==> src/rtl/food_gen.sv <==
// food_gen: food placement engine for the snake game.
//   Random candidates come from a free-running Galois LFSR. Candidates outside
//   the GRID_W x GRID_H grid are rejected. In-range candidates are checked
//   against the snake body through a one-cycle occupancy query (occ_req ->
//   occ_hit one cycle later). After MAX_TRY random draws the engine falls back
//   to a raster scan. If the scan finds no free cell, grid_full is set.
// Ports:
//   clk, rst (asynchronous, active-low)
//   game_state  2'b01 = playing
//   get_food    snake ate food (one-cycle pulse)
//   occ_req/occ_x/occ_y/occ_hit  occupancy query handshake
//   food_x/food_y/food_valid     committed food position
//   busy        generation in progress
//   grid_full   scan found no free cell (sticky until reset)
//   food_bonus  current food is bonus food
// Optional feature: define FOOD_BONUS_EN for bonus food with a BONUS_TICKS
//   lifetime. Without it food_bonus is tied low and no timer exists.
module food_gen #(
  parameter int unsigned       GRID_W  = 32,
  parameter int unsigned       GRID_H  = 24,
  parameter int unsigned       XW      = 5,
  parameter int unsigned       YW      = 5,
  parameter int unsigned       LFSR_W  = 16,
  parameter logic [LFSR_W-1:0] SEED    = 16'hACE1,
  parameter int unsigned       MAX_TRY = 8
`ifdef FOOD_BONUS_EN
  , parameter int unsigned     BONUS_TICKS = 1000000
`endif
) (
  input  logic          clk,
  input  logic          rst,
  input  logic [1:0]    game_state,
  input  logic          get_food,
  output logic          occ_req,
  output logic [XW-1:0] occ_x,
  output logic [YW-1:0] occ_y,
  input  logic          occ_hit,
  output logic [XW-1:0] food_x,
  output logic [YW-1:0] food_y,
  output logic          food_valid,
  output logic          busy,
  output logic          grid_full,
  output logic          food_bonus
);

  function automatic logic [LFSR_W-1:0] taps_for(input int unsigned w);
    logic [63:0] t;
    case (w)
      8:       t = 64'hB8;
      9:       t = 64'h110;
      10:      t = 64'h240;
      11:      t = 64'h500;
      12:      t = 64'hE08;
      13:      t = 64'h1C80;
      14:      t = 64'h3802;
      15:      t = 64'h6000;
      17:      t = 64'h12000;
      18:      t = 64'h20400;
      19:      t = 64'h72000;
      20:      t = 64'h90000;
      24:      t = 64'hE10000;
      32:      t = 64'hA3000000;
      default: t = 64'hB400;
    endcase
    return t[LFSR_W-1:0];
  endfunction

  localparam logic [LFSR_W-1:0] TAPS    = taps_for(LFSR_W);
  localparam logic [LFSR_W-1:0] SEED_NZ = (SEED == '0) ? LFSR_W'(1) : SEED;
  localparam int unsigned       NCELL   = GRID_W * GRID_H;
  localparam int unsigned       SW      = $clog2(NCELL + 1);
  localparam int unsigned       TW      = $clog2(MAX_TRY + 1);
  localparam logic [XW:0]       GW      = (XW+1)'(GRID_W);
  localparam logic [YW:0]       GH      = (YW+1)'(GRID_H);
  localparam logic [TW-1:0]     MT      = TW'(MAX_TRY);
  localparam logic [SW-1:0]     NC      = SW'(NCELL);

  typedef enum logic [2:0] {
    S_IDLE, S_DRAW, S_QUERY, S_WAIT, S_SCAN_Q, S_SCAN_W
  } state_t;

  state_t            r_state;
  logic [LFSR_W-1:0] r_lfsr;
  logic [TW-1:0]     r_try;
  logic [SW-1:0]     r_scan;
  logic              r_occ_req;
  logic [XW-1:0]     r_occ_x;
  logic [YW-1:0]     r_occ_y;
  logic [XW-1:0]     r_food_x;
  logic [YW-1:0]     r_food_y;
  logic              r_food_valid;
  logic              r_grid_full;
  logic              r_food_bonus;

  logic [LFSR_W-1:0] w_lfsr_nxt;
  logic [XW-1:0]     w_cand_x;
  logic [YW-1:0]     w_cand_y;
  logic              w_in_range;
  logic              w_playing;
  logic              w_start;
  logic              w_commit;
  logic [TW-1:0]     w_try_inc;
  logic [XW:0]       w_nx1;
  logic [YW:0]       w_ny1;
  logic [XW-1:0]     w_next_x;
  logic [YW-1:0]     w_next_y;

  assign w_lfsr_nxt = {1'b0, r_lfsr[LFSR_W-1:1]} ^ (r_lfsr[0] ? TAPS : '0);
  assign w_cand_x   = r_lfsr[XW-1:0];
  assign w_cand_y   = r_lfsr[XW+YW-1:XW];
  assign w_in_range = ({1'b0, w_cand_x} < GW) && ({1'b0, w_cand_y} < GH);
  assign w_playing  = (game_state == 2'b01);
  assign w_try_inc  = r_try + TW'(1);
  assign w_commit   = w_playing && !occ_hit &&
                      ((r_state == S_WAIT) || (r_state == S_SCAN_W));

`ifdef FOOD_BONUS_EN
  localparam int unsigned BTW = (BONUS_TICKS < 2) ? 1 : $clog2(BONUS_TICKS + 1);
  logic [BTW-1:0] r_bonus_tmr;
  logic           w_bonus_exp;
  // An expiring bonus restarts generation unless get_food is handled this cycle.
  assign w_bonus_exp = r_food_bonus && (r_bonus_tmr == '0) && !get_food;
  assign w_start = w_playing &&
                   (get_food || (!r_food_valid && !r_grid_full) || w_bonus_exp);
`else
  assign w_start = w_playing && (get_food || (!r_food_valid && !r_grid_full));
`endif

  // Next cell in raster order, wrapping x into y and y back to row 0.
  always_comb begin
    w_nx1    = {1'b0, r_occ_x} + (XW+1)'(1);
    w_ny1    = {1'b0, r_occ_y} + (YW+1)'(1);
    w_next_x = w_nx1[XW-1:0];
    w_next_y = r_occ_y;
    if (w_nx1 == GW) begin
      w_next_x = '0;
      w_next_y = (w_ny1 == GH) ? '0 : w_ny1[YW-1:0];
    end
  end

  always_ff @(posedge clk or negedge rst) begin
    if (!rst) begin
      r_state      <= S_IDLE;
      r_lfsr       <= SEED_NZ;
      r_try        <= '0;
      r_scan       <= '0;
      r_occ_req    <= 1'b0;
      r_occ_x      <= '0;
      r_occ_y      <= '0;
      r_food_x     <= '0;
      r_food_y     <= '0;
      r_food_valid <= 1'b0;
      r_grid_full  <= 1'b0;
      r_food_bonus <= 1'b0;
`ifdef FOOD_BONUS_EN
      r_bonus_tmr  <= '0;
`endif
    end else begin
      r_lfsr    <= w_lfsr_nxt;
      r_occ_req <= 1'b0;
      if (!w_playing && (r_state != S_IDLE)) begin
        r_state <= S_IDLE;
      end else begin
        case (r_state)
          S_IDLE: begin
            if (w_start) begin
              r_food_valid <= 1'b0;
              r_food_bonus <= 1'b0;
              r_try        <= '0;
              r_state      <= S_DRAW;
            end
          end
          S_DRAW: begin
            if (w_in_range) begin
              r_occ_x   <= w_cand_x;
              r_occ_y   <= w_cand_y;
              r_occ_req <= 1'b1;
              r_state   <= S_QUERY;
            end else begin
              r_try <= w_try_inc;
              if (w_try_inc == MT) begin
                r_occ_x   <= '0;
                r_occ_y   <= '0;
                r_scan    <= SW'(1);
                r_occ_req <= 1'b1;
                r_state   <= S_SCAN_Q;
              end
            end
          end
          S_QUERY:  r_state <= S_WAIT;
          S_WAIT: begin
            if (!occ_hit) begin
              r_state <= S_IDLE;
            end else begin
              r_try <= w_try_inc;
              if (w_try_inc == MT) begin
                r_occ_x   <= w_next_x;
                r_occ_y   <= w_next_y;
                r_scan    <= SW'(1);
                r_occ_req <= 1'b1;
                r_state   <= S_SCAN_Q;
              end else begin
                r_state <= S_DRAW;
              end
            end
          end
          S_SCAN_Q: r_state <= S_SCAN_W;
          S_SCAN_W: begin
            if (!occ_hit) begin
              r_state <= S_IDLE;
            end else if (r_scan == NC) begin
              r_grid_full <= 1'b1;
              r_state     <= S_IDLE;
            end else begin
              r_scan    <= r_scan + SW'(1);
              r_occ_x   <= w_next_x;
              r_occ_y   <= w_next_y;
              r_occ_req <= 1'b1;
              r_state   <= S_SCAN_Q;
            end
          end
          default:  r_state <= S_IDLE;
        endcase
      end
      if (w_commit) begin
        r_food_x     <= r_occ_x;
        r_food_y     <= r_occ_y;
        r_food_valid <= 1'b1;
      end
`ifdef FOOD_BONUS_EN
      if (w_playing && (r_bonus_tmr != '0))
        r_bonus_tmr <= r_bonus_tmr - BTW'(1);
      if (w_commit) begin
        r_food_bonus <= &r_lfsr[LFSR_W-1 -: 3];
        r_bonus_tmr  <= BTW'(BONUS_TICKS);
      end
`endif
    end
  end

  assign occ_req    = r_occ_req;
  assign occ_x      = r_occ_x;
  assign occ_y      = r_occ_y;
  assign food_x     = r_food_x;
  assign food_y     = r_food_y;
  assign food_valid = r_food_valid;
  assign grid_full  = r_grid_full;
  assign busy       = (r_state != S_IDLE);
  assign food_bonus = r_food_bonus;

endmodule

==> config.mk <==
export PLATFORM = sky130hd
export DESIGN_NAME = food_gen
export DESIGN_NICKNAME = d
export VERILOG_FILES = /design/src/rtl/food_gen.sv
export SDC_FILE = /design/constraint.sdc
export NUM_CORES = 1
export LEC_CHECK = 0
export ABC_AREA = 1
export CORE_MARGIN = 3
export CORE_UTILIZATION = 30
export CTS_CLUSTER_DIAMETER = 150
export CTS_CLUSTER_SIZE = 25
export DETAILED_ROUTE_END_ITERATION = 10
export HOLD_SLACK_MARGIN = 0.03
export RECOVER_POWER = 100
export SETUP_SLACK_MARGIN = 0.15
export SLEW_MARGIN = 20
export SYNTH_ARGS = -nofsm -noshare
export SYNTH_HDL_FRONTEND = slang
export SYNTH_SLANG_ARGS = --single-unit
==> constraint.sdc <==
create_clock -name clk -period 3.1 [get_ports clk]
set_input_delay 0.31 -clock clk [delete_from_list [all_inputs] [get_ports clk]]
set_output_delay 0.31 -clock clk [all_outputs]
set_load 0.03 [all_outputs]
Word-level counts from Yosys, hierarchy flattened
Cells that the tools add are included.

storage, ports and cells
  register bits = 56
  input port bits = 6
  logic and storage cells = 108

cells by class
  mux-type cells = 47
  reductions and logical operators = 23
  equality and inequality tests = 20
  add/sub/neg operators = 4
  $lt $le $gt $ge = 1
  bitwise gates (word level) = 2

operator list
  operator                                        number
  2-to-1 mux 5 bit                                14
  2-to-1 mux 10 bit                               5
  one-hot mux 10 bit (3 select lines)             1
  one-hot mux 5 bit (3 select lines)              2
  2-to-1 mux 3 bit                                8
  one-hot mux 3 bit (6 select lines)              1
  2-to-1 mux 16 bit                               1
  XOR 15 x 16 -> 16 bit                           1
  adder 5 x 1 -> 6 bit (second input constant)    2
  2-to-1 mux 4 bit                                3
  inequality test 2 bit (second input constant)   6
  one-hot mux 4 bit (3 select lines)              1
  adder 10 x 1 -> 10 bit (second input constant)  1
  == test 10 bit (second input constant)          1
  2-to-1 mux 1 bit                                10
  nonzero test 3 bit                              3
  AND reduction 7 bit                             1
  == test 3 x 2 -> 1 bit (second input constant)  2
  == test 3 bit (second input constant)           2
  == test 6 x 5 -> 1 bit (second input constant)  1
  == test 6 bit (second input constant)           1
  inequality test 3 bit (second input constant)   2
  AND reduction 6 bit                             1
  logical AND 1 bit                               5
  other kinds (17)                                22

Logic depth before layout (Yosys ltp)
Gate-level depths: netlist of run 1.

  depth in word-level cells = 8
  depth in mapped cells = 11
  mapped depth without buffers = 10

Worst setup path before layout of run 1
OpenSTA, ideal clock, no wires.

  kind = reg2reg
  start = register r_occ_x[0], in the netlist occ_x[0]
  end = register r_occ_y[0], in the netlist occ_y[0]
  slack = 1.347 ns
  arrival = 1.635 ns
  period minus slack after synthesis = 1.753 ns
  setup time = 0.119 ns
  buffers on the path = 0
  cell stages (with the launch flop) = 9
  path through = dfrtp_1 > ha_1 > nand3_1 > nor2_1 > nand2_1 > o21ai_4 > nand3_1 > nand2_1 > nand2_1

between the ends
  cells in the longest elaborated chain, start to end = 6
  elaborated cells between the ends (all ways) = 8
  classes of those cells = 1 x add/sub; 1 x eq/ne; 6 x mux

ends and longest elaborated chain
  element                               RTL line  source
  start, declared                       87        logic [XW-1:0] r_occ_x;
  start signal, assigned                175       r_occ_x <= w_cand_x;
  start signal, assigned                197       r_occ_x <= w_next_x;
  start signal, assigned                216       r_occ_x <= w_next_x;
  adder 5 x 1 -> 6 bit *                131       w_nx1 = {1'b0, r_occ_x} + (XW+1)'(1);
  == test 6 bit *                       135       if (w_nx1 == GW) begin
  2-to-1 mux 5 bit *                    135
  2-to-1 mux 5 bit (on tied branches)   211, 196
  2-to-1 mux 5 bit (on tied branches)   209, 192
  one-hot mux 5 bit (3 select lines) *  164       case (r_state)
  end signal, assigned                  176       r_occ_y <= w_cand_y;
  end signal, assigned                  198       r_occ_y <= w_next_y;
  end signal, assigned                  217       r_occ_y <= w_next_y;
  end, declared                         88        logic [YW-1:0] r_occ_y;

Mark *: on every way between the ends. The rest lies on a longest branch, timed or not. The select of a mux whose other input is x is not followed.
A chain may end at the register's enable or synchronous reset.

Final worst setup path of run 1
  start = register r_state[1]
  end = register r_food_y[0], in the netlist food_y[0]

between the ends
  cells in the longest elaborated chain, start to end = 3
  elaborated cells between the ends (all ways) = 4
  classes of those cells = 2 x eq/ne; 2 x reduce/logical

ends and longest elaborated chain
  element                                                         RTL line  source
  start, declared                                                 82        state_t r_state;
  start signal, assigned                                          143       r_state <= S_IDLE;
  start signal, assigned                                          162       r_state <= S_IDLE;
  start signal, assigned                                          170       r_state <= S_DRAW;
  == test 3 x 2 -> 1 bit / == test 3 bit (equally long branches)  115       ((r_state == S_WAIT) || (r_state == S_SCAN_W));
  logical OR 1 bit *                                              115
  logical AND 1 bit *                                             114       assign w_commit = w_playing && !occ_hit &&
  end signal, assigned                                            227       r_food_y <= r_occ_y;
  end, declared                                                   90        logic [YW-1:0] r_food_y;

Mark *: on every way between the ends. The rest lies on a longest branch, timed or not.

==> results of run 1 <==
cell families after synthesis:
kind of cell | count (synthesis) | share of synthesized area, %
flip-flops | 56 | 47.4
multiplexers | 3 | 1.14
adder cells (fa/ha/maj) | 6 | 2.52
AO/OA/AOI/OAI | 40 | 7.74
AND/OR/NAND/NOR | 185 | 31.8
buffers and inverters | 43 | 6.60
other | 1 | 0.126
XOR/XNOR | 9 | 2.65
registers in the layout, summed over array words and instances (netlist names):
signal and count:
r_scan 10, food_y 5, food_valid 1, r_lfsr 16, grid_full 1, occ_y 5, occ_req 1, occ_x 5
r_state 3, food_x 5, r_try 4
repair_timing:
| item | CTS | global route |
|---|---|---|
| hold buffers | 1 | 0 |
| hold endpoints to repair | 18 | 0 |
| endpoints found under the setup margin | 0 | 0 |
Yosys cell counts:
cell type    n
nand3_2      9
o21ai_4      1
o21bai_1     1
mux2_2       3
xor2_1       8
nand2_1    101
nor3_1       4
o21ai_2      4
nand3_4      2
inv_1       31
buf_6        1
dfrtp_1     48
nand2_2      1
nor2_8       1
inv_4        1
nand2_4      5
nor2_4       5
buf_4        2
o21ai_0     18
xnor2_1      1
nand4_1      7
clkinv_1     1
nand3_1     26
nor2_1      18
inv_2        5
buf_12       1
or2_2        1
buf_2        1
o21ai_1     10
a31oi_1      1
ha_1         6
a21oi_1      5
nor2_2       2
dfstp_2      8
conb_1       1
nand3b_1     3
placed cells by master (no fill, tap or decap), drive strengths merged:
cell	n
clkinvlp	1
ha	6
o21ai	33
clkdlybuf4s50	4
mux2	3
or2	1
nand2	107
inv	37
dfstp	8
nand3b	3
nand3	37
clkbuf	7
conb	1
dfrtp	48
clkinv	3
dlygate4sd3	25
xor2	8
xnor2	1
nand4	7
a21oi	5
buf	1
nor3	4
nor2	26
a31oi	1
o21bai	1
stage by stage:
stage	cell area [um^2]	power (mW)	instances	setup WS, ps
after floorplan	2980	1.40	343	1350
final	3400	1.99	507	668
after global routing	3400	2.14	507	456
after global placement	3390	1.65	498	1260
after detailed placement	3390	1.65	498	1250
after CTS	3490	2.09	507	893
worst min-delay path by stage:
stage	slack, ps	startpoint	cells past startpoint	end
floorplan	10	rst	0	food_valid
global placement	330	rst	1	r_scan[6]
detailed placement	340	rst	1	r_scan[6]
CTS	370	r_lfsr[12]	0	r_lfsr[11]
global route	390	r_lfsr[12]	0	r_lfsr[11]
finish	360	r_lfsr[12]	0	r_lfsr[11]
power groups by stage:
stage | logic (mW) | registers (mW) | clock network (mW)
4_1_cts | 0.713 | 0.930 | 0.447
3_5_place_dp | 0.711 | 0.942 | 0
5_1_grt | 0.722 | 0.942 | 0.478
6_report | 0.644 | 0.925 | 0.423
3_3_place_gp | 0.706 | 0.942 | 0
2_1_floorplan | 0.353 | 1.05 | 0
area by class of cell:
| type | count | area (um^2) |
|---|---|---|
| fillers | 980 | 6060 |
| flip-flops and latches | 56 | 1410 |
| multi-input cells | 244 | 1280 |
| repair buffers | 32 | 305 |
| well taps | 129 | 161 |
| inverters | 38 | 145 |
| clock buffers | 5 | 68.8 |
| clock inverters | 3 | 27.5 |
per-layer routing:
metal	wire [um]	GRT usage (%)	part of all wire, %
met5	0	0	0
met2	2920	19.9	48
met3	186	2.57	3.1
met1	2920	15.2	48
met4	57	2.78	0.94
==> results by group, run 1 <==
Floorplan
  • Die area: 0.0111 mm^2
  • Row count: 35
  • Initial Util: 31.5%
  • Core Area: 0.00946 mm^2
  • IO Pins: 31
  • Die height: 106 um
  • Die X: 106 um

Power
  • Switch share: 39.5%
  • Logic pwr share: 32.3%
  • Reg power frac: 46.5%
  • LEAKAGE: 1.68 nW
  • NetSw: 0.786 mW
  • Worst VDD drop: 0.326 mV
  • Internal power: 1.21 mW
  • Power density cells: 585 mW/mm^2
  • Clock Power Share: 21.2%

Routing
  • DRT iter0 DRCs: 67
  • Drt wl/cell: 12.0 um
  • Pre-antenna DRT Iters: 4
  • Antenna-violating nets left: 0
  • Routed wire length: 6090 um
  • DRC viols: 0
  • DR vias/cell: 4.50
  • Total number of vias: 2280

CTS
  • Num CTS Buffers: 5
  • CTS root buf: clkbuf_8
  • CTS H-Tree Depth: 2
  • Worst skew pair latency: 320 ps
  • Clk sinks: 56
  • PostCTS Resize Cnt: 0
  • Clk slew on worst S/H paths: 110 ps
  • CTS tree: yes
  • Post-CTS Setup Bufs: 0
  • Clk buf depth: 2

Cells and area
  • Antenna Cells: 0
  • Nets@finish: 389
  • Share of cells above drive strength 1: 10.6%
  • Syn-to-layout area delta: 14.4%
  • Layout Utilization: 36.0%

STA
  • Crit path time final: 2430 ps
  • Pins Over Slew Limit: 0
  • Slew @ Worst Pin: 1400 ps
  • Setup TNS: 0 ps
  • Hold slack: 357 ps
  • Fmax: 0.411 GHz
  • Relative slew slack: 6.40%
  • Final hold violations: 0
  • Skew final: 14.7 ps
  • Final worst-path cycle share: 78.5%
  • RSZ-0062 raised after global routing: no
  • # setup viols final: 0

Global routing
  • First-pass GRT wire length: 10800 um
  • Antenna violations before repair: 0
  • Global Route Usage Sum: 11.7%
  • Vias in the first global route: 2336
  • Gr ovfl total: 0
  • Largest net degree at the start of global routing: 25

Critical path
  • Delay-heaviest family, CP: simple AND/OR/NAND/NOR gates
  • R2r setup slk: 670 ps
  • CP max-delay cell: nand3_1
  • RR Endpoint: food_y[0]
  • Crit path DAT: 2630 ps
  • CP endpoint kind: register
  • Required time worst endpoint: 3300 ps
  • Crit. Startpoint: r_state[1]
  • Crit path depth: 5
  • CP max stage delay: 640 ps
  • Crit path to: food_y[0]
  • Reg2Reg Depth: 5
  • Worst R2R Start: r_state[1]
  • WS Path Type: reg2reg
  • Cell chain of the critical path: inv_2 > nand3_4 > nand2_1 > nand3_1 > mux2_2
  • WP buf/inv: 1
  • Crit path launch type: register
  • Critical Path Fanout Max: 18

Logic synthesis
  • Syn Area/Cell: 8.67 um^2
  • Syn Nets: 355
  • Yosys reg bits: 56
  • Share of Yosys cell area claimed by the top area cell type: 40.4%
  • Area leader, netlist: dfrtp_1
  • Post-synthesis sequential area ratio: 47.4%
  • Dominant cells by area after synthesis: dfrtp_1 40%, nand2_1 13%, dfstp_2 7.1%
  • Synthesized instance count: 343
  • Ys Warns: 0
  • Post-synthesis cell type count: 36
  • Post-Syn Area: 0.00298 mm^2

Run status
  • Status: complete, no violations

Hold path
  • Hold Path Class: reg2reg

Place
  • Detail Placement HPWL: 4590 um
  • Buffers on Ports: 29
  • GP Congestion: 0.863

Job
  • Max cap viols: 0
Note: power is estimated with default switching activity, not from simulation.
==> inputs of run 2 (changes only) <==
==> constraint.sdc (replaced) <==
create_clock -name clk -period 2.3 [get_ports clk]
set_input_delay 0.23 -clock clk [delete_from_list [all_inputs] [get_ports clk]]
set_output_delay 0.23 -clock clk [all_outputs]
set_load 0.03 [all_outputs]
==> run 2 against run 1 <==
Sequential power increased by 35%. Final area decreased by 0.29%. First-iteration DRC count increased by 39%. Clock skew decreased by 5.0 ps. Clock power increased by 24%. Global-route usage increased by 0.12 points. Critical endpoint is now busy.
==> results by group, run 2 (synthesis results as in run 1) <==
Routing
  • Top sig layer: met4
  • Pre-antenna DRT Iters: 4
  • DR vias/cell: 4.57
  • Met2 wire length: 2930 um
  • DRT iter0 DRCs: 93
  • DRC viols: 0
  • Metal3 WL: 193 um
  • Drt wl/cell: 12.0 um
  • Routed wire length: 6100 um
  • Antenna-violating nets left: 0
  • Met1 wire length: 2950 um
  • Total number of vias: 2317

Critical path
  • Worst R2R Start: r_state[1]
  • Critical Path Fanout Max: 7
  • RR Endpoint: food_y[0]
  • Crit path DAT: 1810 ps
  • Reg2Reg Depth: 5
  • Crit path launch type: register
  • WS Path Type: reg2out
  • R2r setup slk: 350 ps
  • Required time worst endpoint: 2070 ps
  • CP endpoint kind: output pin

Power
  • Total power: 2.66 mW
  • Reg power frac: 47.0%
  • Power density cells: 783 mW/mm^2
  • Clock Power Share: 19.8%
  • Internal power: 1.62 mW
  • Logic pwr share: 33.2%
  • LEAKAGE: 1.65 nW
  • NetSw: 1.03 mW
  • Worst VDD drop: 0.458 mV
  • Switch share: 38.9%

Hold path
  • Worst Hold End: r_lfsr[11]
  • Hold path startpoint: r_lfsr[12]
  • Hold Path Class: reg2reg
  • Hold Path Depth: 0

Global routing
  • Global Route Usage Sum: 11.8%
  • First-pass GRT wire length: 11000 um
  • Gr ovfl total: 0
  • Vias in the first global route: 2349
  • Antenna violations before repair: 0
  • Largest net degree at the start of global routing: 22

STA
  • # setup viols final: 0
  • Crit path time final: 2040 ps
  • Final hold violations: 0
  • Pins Over Slew Limit: 0
  • Fmax: 0.490 GHz
  • RSZ-0062 raised after global routing: no
  • Final worst-path cycle share: 88.7%
  • Setup TNS: 0 ps
  • Skew final: 9.67 ps
  • Slew @ Worst Pin: 1160 ps
  • Relative slew slack: 22.6%

Cells and area
  • Antenna Cells: 0
  • Share of cells above drive strength 1: 11.1%
  • Most frequent cells in the layout: 104 x nand2_1, 47 x dfrtp_1, 31 x inv_1, 31 x nand3_1, 28 x o21ai_0
  • Non-filler cells, final: 507
  • Area of the multi-input gates: 0.00128 mm^2
  • Syn-to-layout area delta: 14.0%
  • Fin area: 0.00339 mm^2
  • Commonest non-fill, non-tap cell in the layout: nand2_1
  • Top reg by flops: r_lfsr
  • Layout Utilization: 35.9%
  • Fillers: 1020
  • Nets@finish: 389
  • Register area: 0.00141 mm^2
  • Biggest regs: r_lfsr (16), r_scan (10)
  • Max reg flops: 16

CTS
  • CTS H-Tree Depth: 2
  • Post-CTS Setup Bufs: 0
  • Clk slew on worst S/H paths: 90 ps
  • Clk buf depth: 2
  • CTS tree: yes
  • Worst skew pair latency: 300 ps
  • Clk sinks: 56
  • CTS root buf: clkbuf_8
  • Num CTS Buffers: 5

Floorplan
  • Row count: 35
  • Die area: 0.0111 mm^2
  • Core Area: 0.00946 mm^2
  • Die X: 106 um
  • Die height: 106 um
  • Initial Util: 31.5%
  • IO Pins: 31

Place
  • Cell Area, Placed: 0.00339 mm^2
  • Buffers on Ports: 29
  • Detail Placement HPWL: 4660 um
  • GP Congestion: 0.841
  • Cells after DPL: 498

Job
  • Max cap viols: 0

Run status
  • Status: complete, no violations
## run 2: cell type report
cell class                      instances  share of cell area [%]
Clock buffer                            7                    2.25
Sequential cell                        56                    41.6
Multi-Input combinational cell        244                    37.9
Inverter                               38                    4.28
Tap cell                              129                    4.76
Clock inverter                          1                   0.258
Timing Repair Buffer                   32                    8.96
## run 2: worst max path at each step
| stage | start | end | depth (start not counted) |
|---|---|---|---|
| 2_1_floorplan | occ_x[0] | occ_y[0] | 8 |
| 3_3_place_gp | r_state[0] | busy | 5 |
| 3_5_place_dp | r_state[0] | busy | 5 |
| 4_1_cts | r_state[0] | busy | 5 |
| 5_1_grt | rst | r_state[0] | 3 |
| 6_report | r_state[1] | busy | 5 |
## run 2: critical path: stages, from the launching register on
cell and delay, ps:
dfrtp_1 460, inv_2 120, nand2_1 120, nor2_2 50
inv_1 90, clkdlybuf4s50_1 670
## run 2: power by group through the flow
stage	logic, mW	registers (mW)	clock network (mW)
finish	0.883	1.25	0.526
global route	0.974	1.27	0.595
CTS	0.967	1.25	0.554
detailed placement	0.959	1.27	0
global placement	0.956	1.27	0
floorplan	0.476	1.41	0
## run 2: metrics by stage
| step | hold WS [ps] | setup WS, ps |
|---|---|---|
| final | 359 | 261 |
| after global routing | 372 | 134 |
| after CTS | 364 | 166 |
| after detailed placement | 218 | 506 |
| after global placement | 220 | 511 |
| after floorplan | -65.6 | 547 |
## run 2: timing repair
action,4_1_cts,5_1_grt
setup endpoints to repair,0,1
endpoints found under the hold margin,15,0
gates resized for setup,0,1
hold buffers,1,0
## run 2: layer usage
layer  vias up  GRT usage, %
met1      1110          16.0
li1       1178             -
met3         4          2.51
met4         0          2.50
met5         -             0
met2        25          19.6
